File: config.mk
export PLATFORM = sky130hd
export DESIGN_NAME = tetris_controls
export DESIGN_NICKNAME = d
export VERILOG_FILES = /design/src/rtl/tetris_controls.sv
export SDC_FILE = /design/constraint.sdc
export NUM_CORES = 1
export LEC_CHECK = 0
export BUFFER_PORTS_ARGS = -buffer_cell sky130_fd_sc_hd__buf_2
export CAP_MARGIN = 20
export CORE_MARGIN = 2
export CORE_UTILIZATION = 35
export DETAILED_ROUTE_END_ITERATION = 12
export MAX_ROUTING_LAYER = met4
export PLACE_DENSITY = 0.48
export SYNTH_ARGS = -nofsm -noshare
export SYNTH_HDL_FRONTEND = slang
export SYNTH_SLANG_ARGS = --single-unit
File: constraint.sdc
create_clock -name clk -period 4.1 [get_ports clk]
set_input_delay 0.41 -clock clk [delete_from_list [all_inputs] [get_ports clk]]
set_output_delay 0.41 -clock clk [all_outputs]
set_load 0.005 [all_outputs]
File: src/rtl/tetris_controls.sv
// Button conditioner for tetris: sync, debounce, edge detect, auto-repeat
// and arbitration of six push-buttons into one-cycle command pulses.
module tetris_controls #(
    parameter int DEBOUNCE_CYCLES = 500000,
    parameter int REPEAT_DELAY    = 8000000,
    parameter int REPEAT_RATE     = 2500000
) (
    input  logic       clk,
    input  logic       rst_n,
    input  logic [5:0] btn_raw,
    output logic       move_left,
    output logic       move_right,
    output logic       move_down,
    output logic       drop,
    output logic       rotate_left,
    output logic       rotate_right,
    output logic [5:0] held
);

    localparam int DW = $clog2(DEBOUNCE_CYCLES + 1);
    localparam int RW = $clog2(REPEAT_DELAY + 1);
    localparam int RELOAD_I = (REPEAT_RATE > REPEAT_DELAY) ?
                              0 : REPEAT_DELAY - REPEAT_RATE;

    localparam logic [DW-1:0] DB_LAST   = DW'(DEBOUNCE_CYCLES - 1);
    localparam logic [RW-1:0] RP_LAST   = RW'(REPEAT_DELAY - 1);
    localparam logic [RW-1:0] RP_RELOAD = RW'(RELOAD_I);

    logic [5:0]    sync1_q;
    logic [5:0]    sync2_q;
    logic [5:0]    held_q;
    logic [5:0]    held_d;
    logic [5:0]    held_prev_q;
    logic [DW-1:0] db_cnt_q [6];
    logic [DW-1:0] db_cnt_d [6];
    logic [RW-1:0] rep_cnt_q [3];
    logic [RW-1:0] rep_cnt_d [3];
    logic [2:0]    rep_req;
    logic [5:0]    rise;
    logic [5:0]    req;
    logic          lr_block;
    logic [5:0]    pulse_q;
    logic [5:0]    pulse_d;

    assign rise = held_q & ~held_prev_q;

    always_comb begin
        for (int i = 0; i < 6; i++) begin
            held_d[i]   = held_q[i];
            db_cnt_d[i] = '0;
            if (sync2_q[i] != held_q[i]) begin
                if (db_cnt_q[i] == DB_LAST) begin
                    held_d[i] = sync2_q[i];
                end else begin
                    db_cnt_d[i] = db_cnt_q[i] + 1'b1;
                end
            end
        end
    end

    // Repeat counter stays within [0, REPEAT_DELAY-1], so it cannot wrap.
    always_comb begin
        for (int i = 0; i < 3; i++) begin
            rep_req[i]   = 1'b0;
            rep_cnt_d[i] = rep_cnt_q[i];
            if (!held_q[i] || rise[i]) begin
                rep_cnt_d[i] = '0;
            end else if (rep_cnt_q[i] >= RP_LAST) begin
                rep_req[i]   = 1'b1;
                rep_cnt_d[i] = RP_RELOAD;
            end else begin
                rep_cnt_d[i] = rep_cnt_q[i] + 1'b1;
            end
        end
    end

    always_comb begin
        req      = rise | {3'b000, rep_req};
        lr_block = held_q[0] & held_q[1];
        pulse_d[0] = req[0] & ~lr_block;
        pulse_d[1] = req[1] & ~lr_block;
        pulse_d[2] = req[2] & ~req[3];
        pulse_d[3] = req[3];
        pulse_d[4] = req[4] & ~req[5];
        pulse_d[5] = req[5];
        pulse_d    = pulse_d & ~pulse_q;
    end

    always_ff @(posedge clk) begin
        if (!rst_n) begin
            sync1_q     <= '0;
            sync2_q     <= '0;
            held_q      <= '0;
            held_prev_q <= '0;
            pulse_q     <= '0;
            for (int i = 0; i < 6; i++) begin
                db_cnt_q[i] <= '0;
            end
            for (int i = 0; i < 3; i++) begin
                rep_cnt_q[i] <= '0;
            end
        end else begin
            sync1_q     <= btn_raw;
            sync2_q     <= sync1_q;
            held_q      <= held_d;
            held_prev_q <= held_q;
            pulse_q     <= pulse_d;
            for (int i = 0; i < 6; i++) begin
                db_cnt_q[i] <= db_cnt_d[i];
            end
            for (int i = 0; i < 3; i++) begin
                rep_cnt_q[i] <= rep_cnt_d[i];
            end
        end
    end

    assign move_left    = pulse_q[0];
    assign move_right   = pulse_q[1];
    assign move_down    = pulse_q[2];
    assign drop         = pulse_q[3];
    assign rotate_left  = pulse_q[4];
    assign rotate_right = pulse_q[5];
    assign held         = held_q;

endmodule
==> run_results.csv, run 1 <==
group,metric,value,unit
outcome,status,"finished, final reports clean",
timing,slew_headroom,37.5,%
timing,tightest_slew,0.927,ns
setup_path,critPathArrivalTime,2.63,ns
logic_synthesis,synth_edf_count,0,
die,die_width,168,um
clocking,cts_root_buf,"clkbuf_16",
grt,overflow,0,
drt,vias_per_cell,5.15,
clocking,cts_tree,"done",
layout,n_antenna_cell,0,
logic_synthesis,ys_types,56,
setup_path,critical_path_required,4.52,ns
layout,final_cell_mix,"dfxtp_1, nor2_1, nand2_1",
logic_synthesis,synth_area,9440,sq um
grt,antenna_found_initial,0,
drt,drt-initial-drc-count,364,
grt,grtUsageTotal,13.9,%
clocking,h-tree-depth,1,
grt,grt_pass1_vias,7053,
layout,area_delta_synth_final,14.4,%
hold_path,hp-class,"in -> reg",
pwr,pwr-share-seq,44.9,%
logic_synthesis,synthCells,1072,
placement,hpwl,12600,um
setup_path,worstPathMaxFanout,10,
die,num_rows,60,
logic_synthesis,avgSynthCellArea,8.81,sq um
timing,rsz0062_at_grt,"false",
timing,slew_violations,0,
timing,clock.fmax,454,MHz
pwr,p_sw_share,19.9,%
logic_synthesis,async_flop_share,0,%
drt,num_vias,7448,
layout,final_common_cell,"dfxtp_1",
clocking,ctsResizeCount,0,
clocking,clockBufferDepth,3,
timing,period_minus_slack,2.21,ns
die,io_pins,20,
pwr,vdd_drop_max,0.257,mV
logic_synthesis,yosys_most_used_dff,"dfxtp_1",
clocking,cts_sinks,213,
timing,finalSetupTns,0,ns
pwr,power_switching,0.000924,W
setup_path,cp_slowest_cell,"or4_1",
die,dieArea,28300,sq um
logic_synthesis,synth_seq_area_share,45.2,%
setup_path,crit_chain,"ha_1 -> nand2_1 -> or4_1 -> or4_1 -> o211ai_1",
timing,timing.final.hold_violations,0,
drt,first_pass_iters,4,
drt,wl_per_cell,13.2,um
drt,drc,0,
clocking,hold_buffers,0,
setup_path,critical_path_class,"reg -> reg",
clocking,postCtsSetupBuffers,0,
timing,setup_viol,0,
timing,skew,0.0104,ns
grt,grt_pass1_wl,33000,um
clocking,path_clk_slew,0.06,ns
setup_path,cpMostUsedCell,"or4_1",
die,core_area,26700,sq um
run,max_cap_violations,0,
drt,totalWireLength,19200,um
clocking,worstSkewPairLatency,0.52,ns
pwr,p_int,0.00371,W
logic_synthesis,synth_warnings,0,
setup_path,slowest_delay,0.60,ns
pwr,combPwrFrac,0.6,%
pwr,power_density,430,nW/um^2
setup_path,worst_setup_path_end_kind,"register",
layout,fin_nets,1103,
layout,instances_no_fill,1446,
placement,dp.cells,1399,
placement,routabilityCongestion,0.754,
layout,fill_cells,2715,
setup_path,path_buf_inv,0,
grt,grt_start_max_net_pins,30,
pwr,leakage,3.29,nW
timing,post-route-period-util,53.8,%
die,start_util,35.3,%
drt,ant_nets,0,
clocking,cts_made_buffers,26,
setup_path,cpLargestDelayFamily,"simple AND/OR/NAND/NOR gates",
pwr,clock_power_share,54.5,%
layout,drive_gt1_share,8.42,%
logic_synthesis,syn-num-nets,1089,
die,die_y,168,um
setup_path,cp-start-kind,"register",
logic_synthesis,ys_ff_latch,213,
placement,portBuffers,19,
cell families after synthesis:
kind of cell             synth area share [%]
buffers and inverters                    2.73
AO/OA/AOI/OAI                            10.6
XOR/XNOR                                 11.0
adder cells (fa/ha/maj)                  1.19
flip-flops                               45.2
AND/OR/NAND/NOR                          29.3
final cells by class:
class	instances	area [sq um]	area share, %
multi-input cells	792	4920	45.5
flip-flops and latches	213	4260	39.5
clock buffers	32	724	6.71
well taps	341	427	3.95
clock inverters	15	229	2.12
repair buffers	22	118	1.09
inverters	31	116	1.08
cells in the mapped netlist (18+ instances only):
cell / instances / area (sq um)
dfxtp_1: 213 / 4260
nor2_1: 111 / 417
nand2_1: 72 / 270
nand3_1: 71 / 355
xnor2_1: 66 / 578
a21oi_1: 62 / 310
xor2_1: 53 / 464
nor3_1: 42 / 210
nand4_1: 35 / 219
o21ai_0: 32 / 160
or3_1: 32 / 200
clkbuf_1: 31 / 116
inv_1: 31 / 116
nor4_1: 26 / 163
or4_1: 26 / 195
o31ai_1: 19 / 143
and2_1: 18 / 113
power by group through the flow:
| stage | Sequential (W) | Clock (W) | Combinational, W |
|---|---|---|---|
| 2_1_floorplan | 0.00213 | 0 | 0.0000193 |
| 3_3_place_gp | 0.00213 | 0 | 0.0000298 |
| 4_1_cts | 0.00208 | 0.00261 | 0.0000301 |
| 3_5_place_dp | 0.00213 | 0 | 0.0000300 |
| 6_report | 0.00208 | 0.00253 | 0.0000288 |
| 5_1_grt | 0.00208 | 0.00269 | 0.0000332 |
routing by layer:
metal  track usage [%]  wire (um)  vias up
li1                  -          -     3904
met1              18.0       9690     3436
met2              22.6       8450       74
met3              2.28        533       34
met4              3.86        484        0
met5                 -          0        -
state kept, by name (all words and copies together), names as in the netlist:
signal	cells
sync2_q	6
sync1_q	6
held	6
held_prev_q	6
db_cnt_q	114
pulse_q	6
rep_cnt_q	69
through the flow:
stage	total power, W	instance area (sq um)	utilization (%)	hold slack (ns)	setup slack [ns]
after floorplan	0.00214	9440	-	0.374	2.16
after CTS	0.00472	10800	40.4	0.0740	1.89
after detailed placement	0.00216	9840	36.8	0.384	1.91
final	0.00464	10800	40.4	0.0930	1.89
after global routing	0.00480	10800	40.4	0.0849	1.75
after global placement	0.00216	9840	36.8	0.387	1.94
path summary, 6_finish.rpt:
kind | startpoint | end | slack [ns] | cells after the start
hold reg to reg | held_prev_q[4] | pulse_q[4] | 0.40 | 1
hold / removal | btn_raw[4] | sync1_q[4] | 0.09 | 2
setup / recovery | rep_cnt_q[0][46] | rep_cnt_q[0][66] | 1.89 | 5
setup reg to reg | rep_cnt_q[0][46] | rep_cnt_q[0][66] | 1.89 | 5
No activity file was read; power rests on OpenSTA's default activity.
==> run 2: changes to the inputs <==
--- a/config.mk
+++ b/config.mk
@@ -5,13 +5,14 @@
 export SDC_FILE = /design/constraint.sdc
 export NUM_CORES = 1
 export LEC_CHECK = 0
+export ABC_AREA = 1
 export BUFFER_PORTS_ARGS = -buffer_cell sky130_fd_sc_hd__buf_2
 export CAP_MARGIN = 20
 export CORE_MARGIN = 2
 export CORE_UTILIZATION = 35
 export DETAILED_ROUTE_END_ITERATION = 12
 export MAX_ROUTING_LAYER = met4
-export PLACE_DENSITY = 0.48
+export PLACE_DENSITY = 0.49
 export SYNTH_ARGS = -nofsm -noshare
 export SYNTH_HDL_FRONTEND = slang
 export SYNTH_SLANG_ARGS = --single-unit
==> constraint.sdc (replaced) <==
create_clock -name clk -period 1.92 [get_ports clk]
set_input_delay 0.192 -clock clk [delete_from_list [all_inputs] [get_ports clk]]
set_output_delay 0.192 -clock clk [all_outputs]
set_load 0.005 [all_outputs]
==> run_results.csv, run 2 <==
group,metric,value,unit
setup_path,worstPathMaxFanout,12,
layout,largest_reg_flops,114,
die,die_y,179,um
grt,antenna_found_initial,0,
setup_path,crit_chain,"ha_1 -> nand3_1 -> nor2_2 -> nand2_1 -> nand2_1 -> nand2_1 -> nand3_2 -> nor2_1",
logic_synthesis,synthCells,1594,
pwr,clock_power_share,52.9,%
drt,vias_per_cell,4.47,
pwr,vdd_drop_max,0.579,mV
setup_path,critical_path_required,2.33,ns
die,core_area,29800,sq um
logic_synthesis,synth_common_cells,"nand2_1, nor2_1, inv_1, dfxtp_1, nand3_1",
drt,totalWireLength,22300,um
outcome,status,"finished, final reports clean",
pwr,power_density,787,nW/um^2
timing,finalSetupTns,0,ns
grt,grt_pass1_wl,39000,um
clocking,cts_root_buf,"clkbuf_16",
grt,grtUsageTotal,14.9,%
logic_synthesis,yosys.area.top_type,"dfxtp_1",
clocking,clockBufferDepth,3,
drt,first_pass_iters,6,
layout,final_cell_mix,"nand2_1, nor2_1, inv_1",
logic_synthesis,ys_types,39,
pwr,p_sw_share,20.3,%
logic_synthesis,synth_warnings,0,
logic_synthesis,avgSynthCellArea,6.69,sq um
clocking,cts_tree,"done",
pwr,pwr-share-seq,46.3,%
die,start_util,35.8,%
logic_synthesis,synth_seq_area_share,40.0,%
logic_synthesis,synthMostInstantiatedCell,"nand2_1",
die,die_width,179,um
layout,largest-register,"db_cnt_q",
logic_synthesis,synth_top_area_share,40.0,%
layout,reg_top3,"db_cnt_q: 114 flops, rep_cnt_q: 69 flops",
pwr,leakage,4.72,nW
placement,routabilityCongestion,0.857,
drt,drc,0,
layout,area_delta_synth_final,14.4,%
timing,slew_violations,0,
die,dieArea,31900,sq um
hold_path,hp-class,"in -> reg",
clocking,postCtsSetupBuffers,0,
clocking,cts_made_buffers,26,
pwr,power_switching,0.00195,W
timing,setup_viol,0,
setup_path,cpMostUsedCell,"nand2_1",
logic_synthesis,synth_area_leaders,"dfxtp_1, nand2_1, nor2_1",
drt,ant_nets,0,
drt,drt-initial-drc-count,382,
timing,rsz0062_at_grt,"false",
timing,slew_headroom,70.5,%
setup_path,slowest_delay,0.38,ns
clocking,h-tree-depth,1,
layout,fin_nets,1663,
setup_path,critical_path_class,"reg -> reg",
die,num_rows,63,
logic_synthesis,synth_area,10700,sq um
logic_synthesis,async_flop_share,0,%
setup_path,worst_setup_path_end_kind,"register",
layout,drive_gt1_share,8.05,%
setup_path,critPathArrivalTime,2.12,ns
logic_synthesis,synth_edf_count,0,
logic_synthesis,syn-num-nets,1611,
grt,grt_pass1_vias,8602,
placement,placedInstanceArea,11200,sq um
clocking,path_clk_slew,0.06,ns
clocking,worstSkewPairLatency,0.53,ns
timing,timing.final.hold_violations,0,
timing,period_minus_slack,1.71,ns
grt,overflow,0,
timing,skew,0.0182,ns
clocking,cts_sinks,213,
setup_path,cp_slowest_cell,"dfxtp_1",
drt,wl_per_cell,10.9,um
layout,final_cell_area,12200,sq um
timing,tightest_slew,0.439,ns
die,io_pins,20,
pwr,combPwrFrac,0.8,%
timing,post-route-period-util,89.0,%
placement,hpwl,16500,um
logic_synthesis,yosys_most_used_dff,"dfxtp_1",
layout,final_common_cell,"nand2_1",
grt,grt_start_max_net_pins,18,
run,max_cap_violations,0,
timing,clock.fmax,585,MHz
pwr,p_int,0.00765,W
placement,portBuffers,19,
setup_path,cp-start-kind,"register",
drt,num_vias,9174,
logic_synthesis,ys_ff_latch,213,
layout,n_antenna_cell,0,
## run 2: cell count changes after synthesis, sizes merged, moves of 14 or more
cell    before  now
clkbuf      32    3
or3         35    0
and4        18    0
nor2       111  374
inv         31  221
a21oi       62   46
nor4        26    2
nand2       72  379
xnor2       66   24
nand3       72  112
and2        18    4
o31ai       19    0
or4         26    0
## run 2: timing repair
| item | CTS | global route |
|---|---|---|
| endpoints found under the hold margin | 6 | 0 |
| gates resized for setup | 0 | 0 |
| hold buffers | 6 | 0 |
## run 2: layout make-up
type / count / area, sq um
fillers: 3153 / 17600
multi-input cells: 1146 / 5450
flip-flops and latches: 213 / 4260
inverters: 222 / 833
clock buffers: 36 / 769
well taps: 390 / 488
repair buffers: 37 / 258
clock inverters: 10 / 130
## run 2: worst max-delay path, delay by kind of cell (launching register included)
kind,cells,cell delay (ns)
adder cells (fa/ha/maj),1,0.20
flip-flops,1,0.38
AND/OR/NAND/NOR,7,1.02
## run 2: layer usage
metal,GRT usage [%],wire [um],vias to the layer above
met5,-,0,-
met4,3.86,529,0
met3,2.39,629,33
met2,23.7,9570,88
met1,19.7,11600,4015
li1,-,-,5038
## run 2: worst paths after layout
check	startpoint	end	slack, ns	depth (start not counted)
setup / recovery	rep_cnt_q[0][23]	rep_cnt_q[0][44]	0.21	8
hold / removal	rst_n	sync1_q[3]	0.05	3
setup reg to reg	rep_cnt_q[0][23]	rep_cnt_q[0][44]	0.21	8
hold reg to reg	held_prev_q[4]	pulse_q[4]	0.39	1
## run 2: through the flow
| stage | std cells | total power, W | utilization, % | setup WS (ns) | hold slack (ns) |
|---|---|---|---|---|---|
| 6_report | 2054 | 0.00960 | 40.9 | 0.210 | 0.0468 |
| 5_1_grt | 2054 | 0.00995 | 40.9 | 0.0190 | 0.0610 |
| 4_1_cts | 2054 | 0.00981 | 40.9 | 0.197 | 0.0286 |
| 3_5_place_dp | 2002 | 0.00462 | 37.7 | 0.204 | 0.382 |
| 3_3_place_gp | 2002 | 0.00461 | 37.7 | 0.220 | 0.381 |
| 2_1_floorplan | 1594 | 0.00459 | - | 0.431 | 0.290 |
## run 2: kinds of logic after synthesis
logic type      share of synthesized area (%)
compound gates                           3.67
xor+xnor                                 6.57
fa+ha+maj                                1.06
buf+inv                                  8.83
flops                                    40.0
simple gates                             39.9
## run 2: power groups by stage
stage	registers, W	logic, W	clock network [W]
finish	0.00444	0.0000812	0.00508
global route	0.00444	0.0000943	0.00541
CTS	0.00444	0.0000839	0.00529
detailed placement	0.00454	0.0000746	0
global placement	0.00454	0.0000744	0
floorplan	0.00454	0.0000468	0
